## config.mk

```make
export PLATFORM = sky130hd
export DESIGN_NAME = key_conditioner_flat
export DESIGN_NICKNAME = d
export VERILOG_FILES = /design/src/rtl/key_pkg.sv /design/src/rtl/key_conditioner_if.sv /design/src/rtl/key_conditioner_debounce.sv /design/src/rtl/key_conditioner.sv /design/src/flat_wrapper.sv
export SDC_FILE = /design/constraint.sdc
export NUM_CORES = 1
export LEC_CHECK = 0
export CORE_MARGIN = 2
export CORE_UTILIZATION = 25
export DETAILED_ROUTE_END_ITERATION = 10
export PLACE_DENSITY = 0.46
export SYNTH_ARGS = -nofsm -noshare
export SYNTH_HDL_FRONTEND = slang
export SYNTH_HIERARCHICAL = 1
export SYNTH_SLANG_ARGS = --single-unit
```

## constraint.sdc

```tcl
create_clock -name clk -period 2.8 [get_ports clk]
set_input_delay 0.56 -clock clk [delete_from_list [all_inputs] [get_ports clk]]
set_output_delay 0.56 -clock clk [all_outputs]
set_load 0.005 [all_outputs]
```

## src/rtl/key_pkg.sv

```systemverilog
// Shared types and constants for the key conditioning front end.
// Debouncer state encoding plus the sim/hardware debounce lengths.
package key_pkg;

  typedef enum logic [1:0] {
    IDLE,
    PRESS_WAIT,
    HELD,
    RELEASE_WAIT
  } deb_state_t;

  localparam int DEBOUNCE_SIM = 4;
  localparam int DEBOUNCE_HW  = 500000;

endpackage

```

## src/rtl/key_conditioner_if.sv

```systemverilog
// Key/pulse bundle between the pushbuttons and the light FSMs.
// master: drives raw keys, reads pulses/levels; slave: the conditioner.
interface key_conditioner_if;

  logic key_l_n;
  logic key_r_n;
  logic L;
  logic R;
  logic l_held;
  logic r_held;

  modport master (
    output key_l_n,
    output key_r_n,
    input  L,
    input  R,
    input  l_held,
    input  r_held
  );

  modport slave (
    input  key_l_n,
    input  key_r_n,
    output L,
    output R,
    output l_held,
    output r_held
  );

endinterface

```

## src/rtl/key_conditioner_debounce.sv

```systemverilog
// One key: 2-flop synchronizer, debounce FSM and press pulse register.
// Ports: clk, reset (sync, high), key_n (raw, low=pressed) -> pulse, held.
module key_debounce
  import key_pkg::*;
#(
  parameter int DEBOUNCE_CYCLES = DEBOUNCE_SIM
) (
  input  logic clk,
  input  logic reset,
  input  logic key_n,
  output logic pulse,
  output logic held
);

  localparam int CNT_W = $clog2(DEBOUNCE_CYCLES + 1);
  localparam logic [CNT_W-1:0] CNT_MAX = CNT_W'(DEBOUNCE_CYCLES - 1);

  logic             sync1_q, sync1_d;
  logic             sync2_q, sync2_d;
  deb_state_t       state_q, state_d;
  logic [CNT_W-1:0] cnt_q, cnt_d;
  logic             pulse_q, pulse_d;
  logic             s;

  assign s = sync2_q;

  always_comb begin
    sync1_d = ~key_n;
    sync2_d = sync1_q;
    state_d = state_q;
    cnt_d   = cnt_q;
    pulse_d = 1'b0;
    unique case (state_q)
      IDLE: begin
        if (s) begin
          state_d = PRESS_WAIT;
          cnt_d   = '0;
        end
      end
      PRESS_WAIT: begin
        if (!s) begin
          state_d = IDLE;
        end else if (cnt_q == CNT_MAX) begin
          state_d = HELD;
          pulse_d = 1'b1;
        end else begin
          cnt_d = cnt_q + CNT_W'(1);
        end
      end
      HELD: begin
        if (!s) begin
          state_d = RELEASE_WAIT;
          cnt_d   = '0;
        end
      end
      RELEASE_WAIT: begin
        // bounce back to HELD never re-arms the pulse
        if (s) begin
          state_d = HELD;
        end else if (cnt_q == CNT_MAX) begin
          state_d = IDLE;
        end else begin
          cnt_d = cnt_q + CNT_W'(1);
        end
      end
    endcase
  end

  always_ff @(posedge clk) begin
    if (reset) begin
      sync1_q <= 1'b0;
      sync2_q <= 1'b0;
      state_q <= IDLE;
      cnt_q   <= '0;
      pulse_q <= 1'b0;
    end else begin
      sync1_q <= sync1_d;
      sync2_q <= sync2_d;
      state_q <= state_d;
      cnt_q   <= cnt_d;
      pulse_q <= pulse_d;
    end
  end

  assign pulse = pulse_q;
  assign held  = (state_q == HELD) || (state_q == RELEASE_WAIT);

endmodule

```

## src/rtl/key_conditioner.sv

```systemverilog
// Left/right key front end: two debouncers plus a same-cycle conflict filter.
// Ports: clk, reset (sync, high), kif.slave (raw keys in, L/R pulses and held levels out).
module key_conditioner
  import key_pkg::*;
#(
  parameter int DEBOUNCE_CYCLES = DEBOUNCE_SIM
) (
  input  logic clk,
  input  logic reset,
  key_conditioner_if.slave kif
);

  logic p_l;
  logic p_r;

  key_debounce #(
    .DEBOUNCE_CYCLES(DEBOUNCE_CYCLES)
  ) u_deb_l (
    .clk   (clk),
    .reset (reset),
    .key_n (kif.key_l_n),
    .pulse (p_l),
    .held  (kif.l_held)
  );

  key_debounce #(
    .DEBOUNCE_CYCLES(DEBOUNCE_CYCLES)
  ) u_deb_r (
    .clk   (clk),
    .reset (reset),
    .key_n (kif.key_r_n),
    .pulse (p_r),
    .held  (kif.r_held)
  );

  // simultaneous presses cancel so neither side gains a step
  assign kif.L = p_l & ~p_r;
  assign kif.R = p_r & ~p_l;

endmodule

```

## src/flat_wrapper.sv

```systemverilog
// flat-port wrapper written by rule: the top's interface ports become plain ports
module key_conditioner_flat import key_pkg::*;
#(
  parameter int DEBOUNCE_CYCLES = DEBOUNCE_SIM
)
  (clk, reset, kif_key_l_n, kif_key_r_n, kif_L, kif_R, kif_l_held, kif_r_held);
  key_conditioner_if kif_i ();
  input  logic clk;
  input  logic reset;
  input wire logic [$bits(kif_i.key_l_n)-1:0] kif_key_l_n;
  input wire logic [$bits(kif_i.key_r_n)-1:0] kif_key_r_n;
  output wire logic [$bits(kif_i.L)-1:0] kif_L;
  output wire logic [$bits(kif_i.R)-1:0] kif_R;
  output wire logic [$bits(kif_i.l_held)-1:0] kif_l_held;
  output wire logic [$bits(kif_i.r_held)-1:0] kif_r_held;
  assign kif_i.key_l_n = kif_key_l_n;
  assign kif_i.key_r_n = kif_key_r_n;
  assign kif_L = kif_i.L;
  assign kif_R = kif_i.R;
  assign kif_l_held = kif_i.l_held;
  assign kif_r_held = kif_i.r_held;
  key_conditioner #(.DEBOUNCE_CYCLES(DEBOUNCE_CYCLES)) u_core (.clk(clk), .reset(reset), .kif(kif_i));
endmodule
```

**Word level (Yosys, flattened, before mapping)**

Index checks and enable logic that the tools add are counted.

- Register bits: 16
- Input port bits: 4
- Output and inout port bits: 4
- Word-level logic and storage cells: 80

- Add/sub/neg operators: 2
- Eq/ne operators: 20
- Multiplexer cells: 28
- Bitwise gates (word level): 10
- Reduce and logical (&&, ||, !) cells: 10

Operators with widths:

| operator | number |
|---|---|
| $mux W3 | 10 |
| $mux W2 | 12 |
| $pmux W3 S4 | 2 |
| $ne A2 B2 Y1 const B | 8 |
| $pmux W2 S4 | 2 |
| $reduce_and A4 Y1 | 4 |
| $ne A3 B3 Y1 const B | 4 |
| $eq A2 B2 Y1 const B | 4 |
| $not A1 Y1 | 8 |
| $add A3 B1 Y3 const B | 2 |
| $eq A3 B2 Y1 const B | 2 |
| $reduce_or A3 Y1 | 2 |
| $eq A2 B1 Y1 const B | 2 |
| $logic_not A2 Y1 | 2 |
| $and A1 B1 Y1 | 2 |
| $logic_or A1 B1 Y1 | 2 |
| $mux W1 | 2 |

**Longest topological paths before layout**

- Depth in word-level cells: 4
- Gate-level depth with buffers: 5
- Gate-level depth less buffers: 5

**Cells and area by module**

Netlist, hierarchy kept.

Modules (own cells, without submodules):

| module | times used | cells an instance | area each (um^2) | sequential area each (um^2) |
|---|---|---|---|---|
| key_debounce | 2 | 34 | 316.6 | 160.2 |
| key_conditioner | 1 | 2 | 15.0 | 0.0 |

**Least setup slack after synthesis**

Ideal clock, no wire load.

- Kind: register to register
- Start point: reg u_core.u_deb_l.cnt_q[0]
- End point: reg u_core.u_deb_l.cnt_q[0]
- Library setup time: 0.128 ns
- Arrival: 1.058 ns
- Required time: 2.672 ns
- Slack: 1.614 ns
- Stages on the path, launching flop included: 6
- Path buffers: 0
- Period minus slack after synthesis: 1.186 ns
- Cell sequence: dfxtp_1 ha_1 ha_1 and2_1 o21ai_0 a21oi_1

- Cells in the longest elaborated chain, start to end: 4
- Elaborated cells on any way between the ends: 6
- Those cells by class: add/sub (1); eq/ne (1); mux (4)

RTL lines:

| what | line | source |
|---|---|---|
| start: declaration | key_conditioner_debounce.sv:21 | `logic [CNT_W-1:0] cnt_q, cnt_d;` |
| start signal: assignment | key_conditioner_debounce.sv:80 | `cnt_q <= cnt_d;` |
| $add A3 B1 Y3 or $eq A3 B2 Y1 (tied branches) | - |  |
| $mux W3 (*) | key_conditioner_debounce.sv:43, key_conditioner_debounce.sv:60 |  |
| $mux W3, on equally long branches | key_conditioner_debounce.sv:58, key_conditioner_debounce.sv:41 |  |
| $pmux W3 S4 (*) | key_conditioner_debounce.sv:33 | `unique case (state_q)` |

Every way passes the cells marked *; elsewhere a longest branch is shown, timed or not. The select of a mux whose other input is x is not followed.
A chain may end at the register's enable or synchronous reset.

**Worst setup path after layout**

- Start point: reg u_core.u_deb_l.pulse_q, in the netlist u_core/u_deb_l/pulse
- End point: out kif_R

- Cells in the longest elaborated chain, start to end: 2

RTL lines:

| what | line | source |
|---|---|---|
| start: declaration | key_conditioner_debounce.sv:22 | `logic pulse_q, pulse_d;` |
| start signal: assignment | key_conditioner_debounce.sv:81 | `pulse_q <= pulse_d;` |
| $not A1 Y1 | key_conditioner.sv:38 | `assign kif.R = p_r & ~p_l;` |
| $and A1 B1 Y1 | key_conditioner.sv:38 |  |
| end: declaration | flat_wrapper.sv:13 | `output wire logic [$bits(kif_i.R)-1:0] kif_R;` |

Every way passes these cells.

==> run metrics <==
Hold-fix buffers, CTS 0; Yosys top cell by area dfxtp_1; fraction of layout cells with a size suffix above 1 5.26%; commonest cells after routing, fill and taps aside dfxtp_1 (16), a21oi_1 (8), clkdlybuf4s50_1 (7); Setup CP Type reg -> out; nets 86; status complete, no violations; Critical R2R Capture u_core/u_deb_l/cnt_q[2]$_SDFFE_PP0P_; Final Non-Filler Cells 106; total wire length 1050 um; Pre-antenna DRT Iters 4; CTS clk-pin slew, worst paths 90 ps; Worst Setup End Kind output pin; Post-CTS Setup Inserts 0; # IOs 8; Avg Cell Area, Syn 9.26 um2; commonest non-fill, non-tap cell in the layout dfxtp_1; Root Driver clkbuf_4; RSZ-0062 raised after global routing false; core area 2480 um2; Top delay family on crit path buffers and inverters; PortBufs 7; r2r startpoint u_core/u_deb_l/cnt_q[0]$_SDFFE_PP0P_; register area share after synthesis 49.4%; power per cell area 474 nW/um2; cells after synthesis 70; hold_sp u_core/u_deb_r/sync1_q$_SDFF_PP0_; Seq cells post-synth 16; Fill cells 270; Rows 18; Setup TNS 0 ps; DRC 0; skew final 0.365 ps; via/cell ratio 4.48; Initial Utilization 26.2%; crit path buf inv count 1; ANT cells 0; setup slack, reg-to-reg 1480 ps; grt total ovfl 0; maximum clock frequency 549 MHz; setup violators final 0; Pint 288 uW; die area 3020 um2; design area 763 um2; Hold Path Class reg -> reg; crit-path cells and2b_2 -> clkdlybuf4s50_1; Cell Area, Synth 648 um2; max-cap viol count 0; All-Layer GR Usage 9.03%; worst-margin pin slew 536 ps; total CTS buffers 3; Clk pwr share 31.8%; Post-Syn Nets 78; R2R depth 5; switching power 74.4 uW; slowest stage delay, CP 480 ps; die height 54.9 um; vias in the first global route 420; min Tclk post-route 1820 ps; Avg WL per Cell 9.93 um; Synth area leaders dfxtp_1 (49%), ha_1 (7.7%), a21oi_1 (6.2%), nor2b_1 (4.8%), o21ai_0 (4.6%); Iteration-0 DRC Markers 5; pin count of the biggest net entering global routing 17; die width 54.9 um; CP max-delay cell clkdlybuf4s50_1; GPL Wtd Cong 0.766; DR vias 475; DP Cell Count 103; Placement Cell Area 741 um2; combinational power share 3.8%; DP Worst Slack 1040 ps; H-tree depth 1; Seq pwr share 64.4%; critical path peak fanout 2; worst setup margin 980 ps; DP HPWL 746 um; Rel. slew slack 64.1%; Crit path required time 2240 ps; Lkg Pwr 0.276 nW; area grow syn2layout 17.8%; Yosys top cell area share 49.4%; Endpoint, Worst Hold u_core/u_deb_r/s$_SDFF_PP0_; crit start category register; VDD IR max 0.233 mV; antenna viol nets, final 0; Synthesis Warnings 6; fraction of power spent switching nets 20.5%; Pins Over Slew Limit 0; first-pass GRT wire length 1810 um; TritonCTS clock tree yes; clk sinks 16; endpoints failing hold 0; synth unique cells 17; count of cells resized by post-cts repair 0; Final period util 65.0%; Clock Path Buffers 2; antenna violations before repair 0; CP arrival 1260 ps; hold slack 442 ps; hold path cells 1; clk_lat worst skew 270 ps
## final cells by class
class                      instances  area [um2]  share of cell area, %
timing repair buffer               7        70.1                   9.18
tap                               30        37.5                   4.92
sequential                        16         320                   42.0
multi-input combinational         48         305                   40.0
clock buffer                       3        22.5                   2.95
inverter                           2        7.51                  0.984
## cell usage after synthesis, drive strengths merged
cell type / instances
a21oi: 8
nor4b: 2
clkbuf: 4
inv: 2
and2: 2
ha: 4
nor2: 2
nor3: 2
nand2: 6
xnor2: 2
and2b: 1
dfxtp: 16
xor2: 2
o21ai: 6
nand3: 2
nand3b: 4
nor2b: 5
## routing by layer
metal | track usage, % | up-vias | part of all wire, %
li1 | - | 249 | -
met3 | 2.42 | 2 | 3.9
met1 | 11.8 | 214 | 51
met5 | 0 | - | 0
met4 | 8.54 | 0 | 2.6
met2 | 11.7 | 10 | 42
## cells by family (layout without fill, tap and decap cells)
family,count (synthesis),in the layout,synth area share [%]
flops,16,16,49.4
compound gates,14,14,10.8
buf+inv,6,12,3.47
simple gates,26,26,23.2
xor+xnor,4,4,5.41
fa+ha+maj,4,4,7.72
## power by group through the flow
stage          Clock (mW)  Sequential [mW]  Combinational [mW]
2_1_floorplan           0            0.238             0.00855
3_3_place_gp            0            0.238              0.0142
3_5_place_dp            0            0.239              0.0141
4_1_cts             0.124            0.233              0.0142
5_1_grt             0.133            0.234              0.0155
6_report            0.115            0.233              0.0139
## worst max path at each step
stage	endpoint	depth (start not counted)	startpoint	slack (ps)
5_1_grt	kif_r_held	1	register	910
2_1_floorplan	u_core/u_deb_l/cnt_q[0]$_SDFFE_PP0P_	5	u_core/u_deb_l/cnt_q[0]$_SDFFE_PP0P_	1610
3_5_place_dp	u_core/u_deb_l/pulse$_SDFF_PP0_	2	reset	1040
3_3_place_gp	u_core/u_deb_l/pulse$_SDFF_PP0_	2	reset	1070
4_1_cts	kif_R	2	u_core/u_deb_l/pulse$_SDFF_PP0_	960
6_report	kif_R	2	u_core/u_deb_l/pulse$_SDFF_PP0_	980
## stage by stage
stage          power, mW  util, %
6_report           0.362     30.8
4_1_cts            0.371     30.8
3_5_place_dp       0.253     29.9
2_1_floorplan      0.247        -
3_3_place_gp       0.253     29.9
5_1_grt            0.382     30.8
No activity file was read; power rests on OpenSTA's default activity.
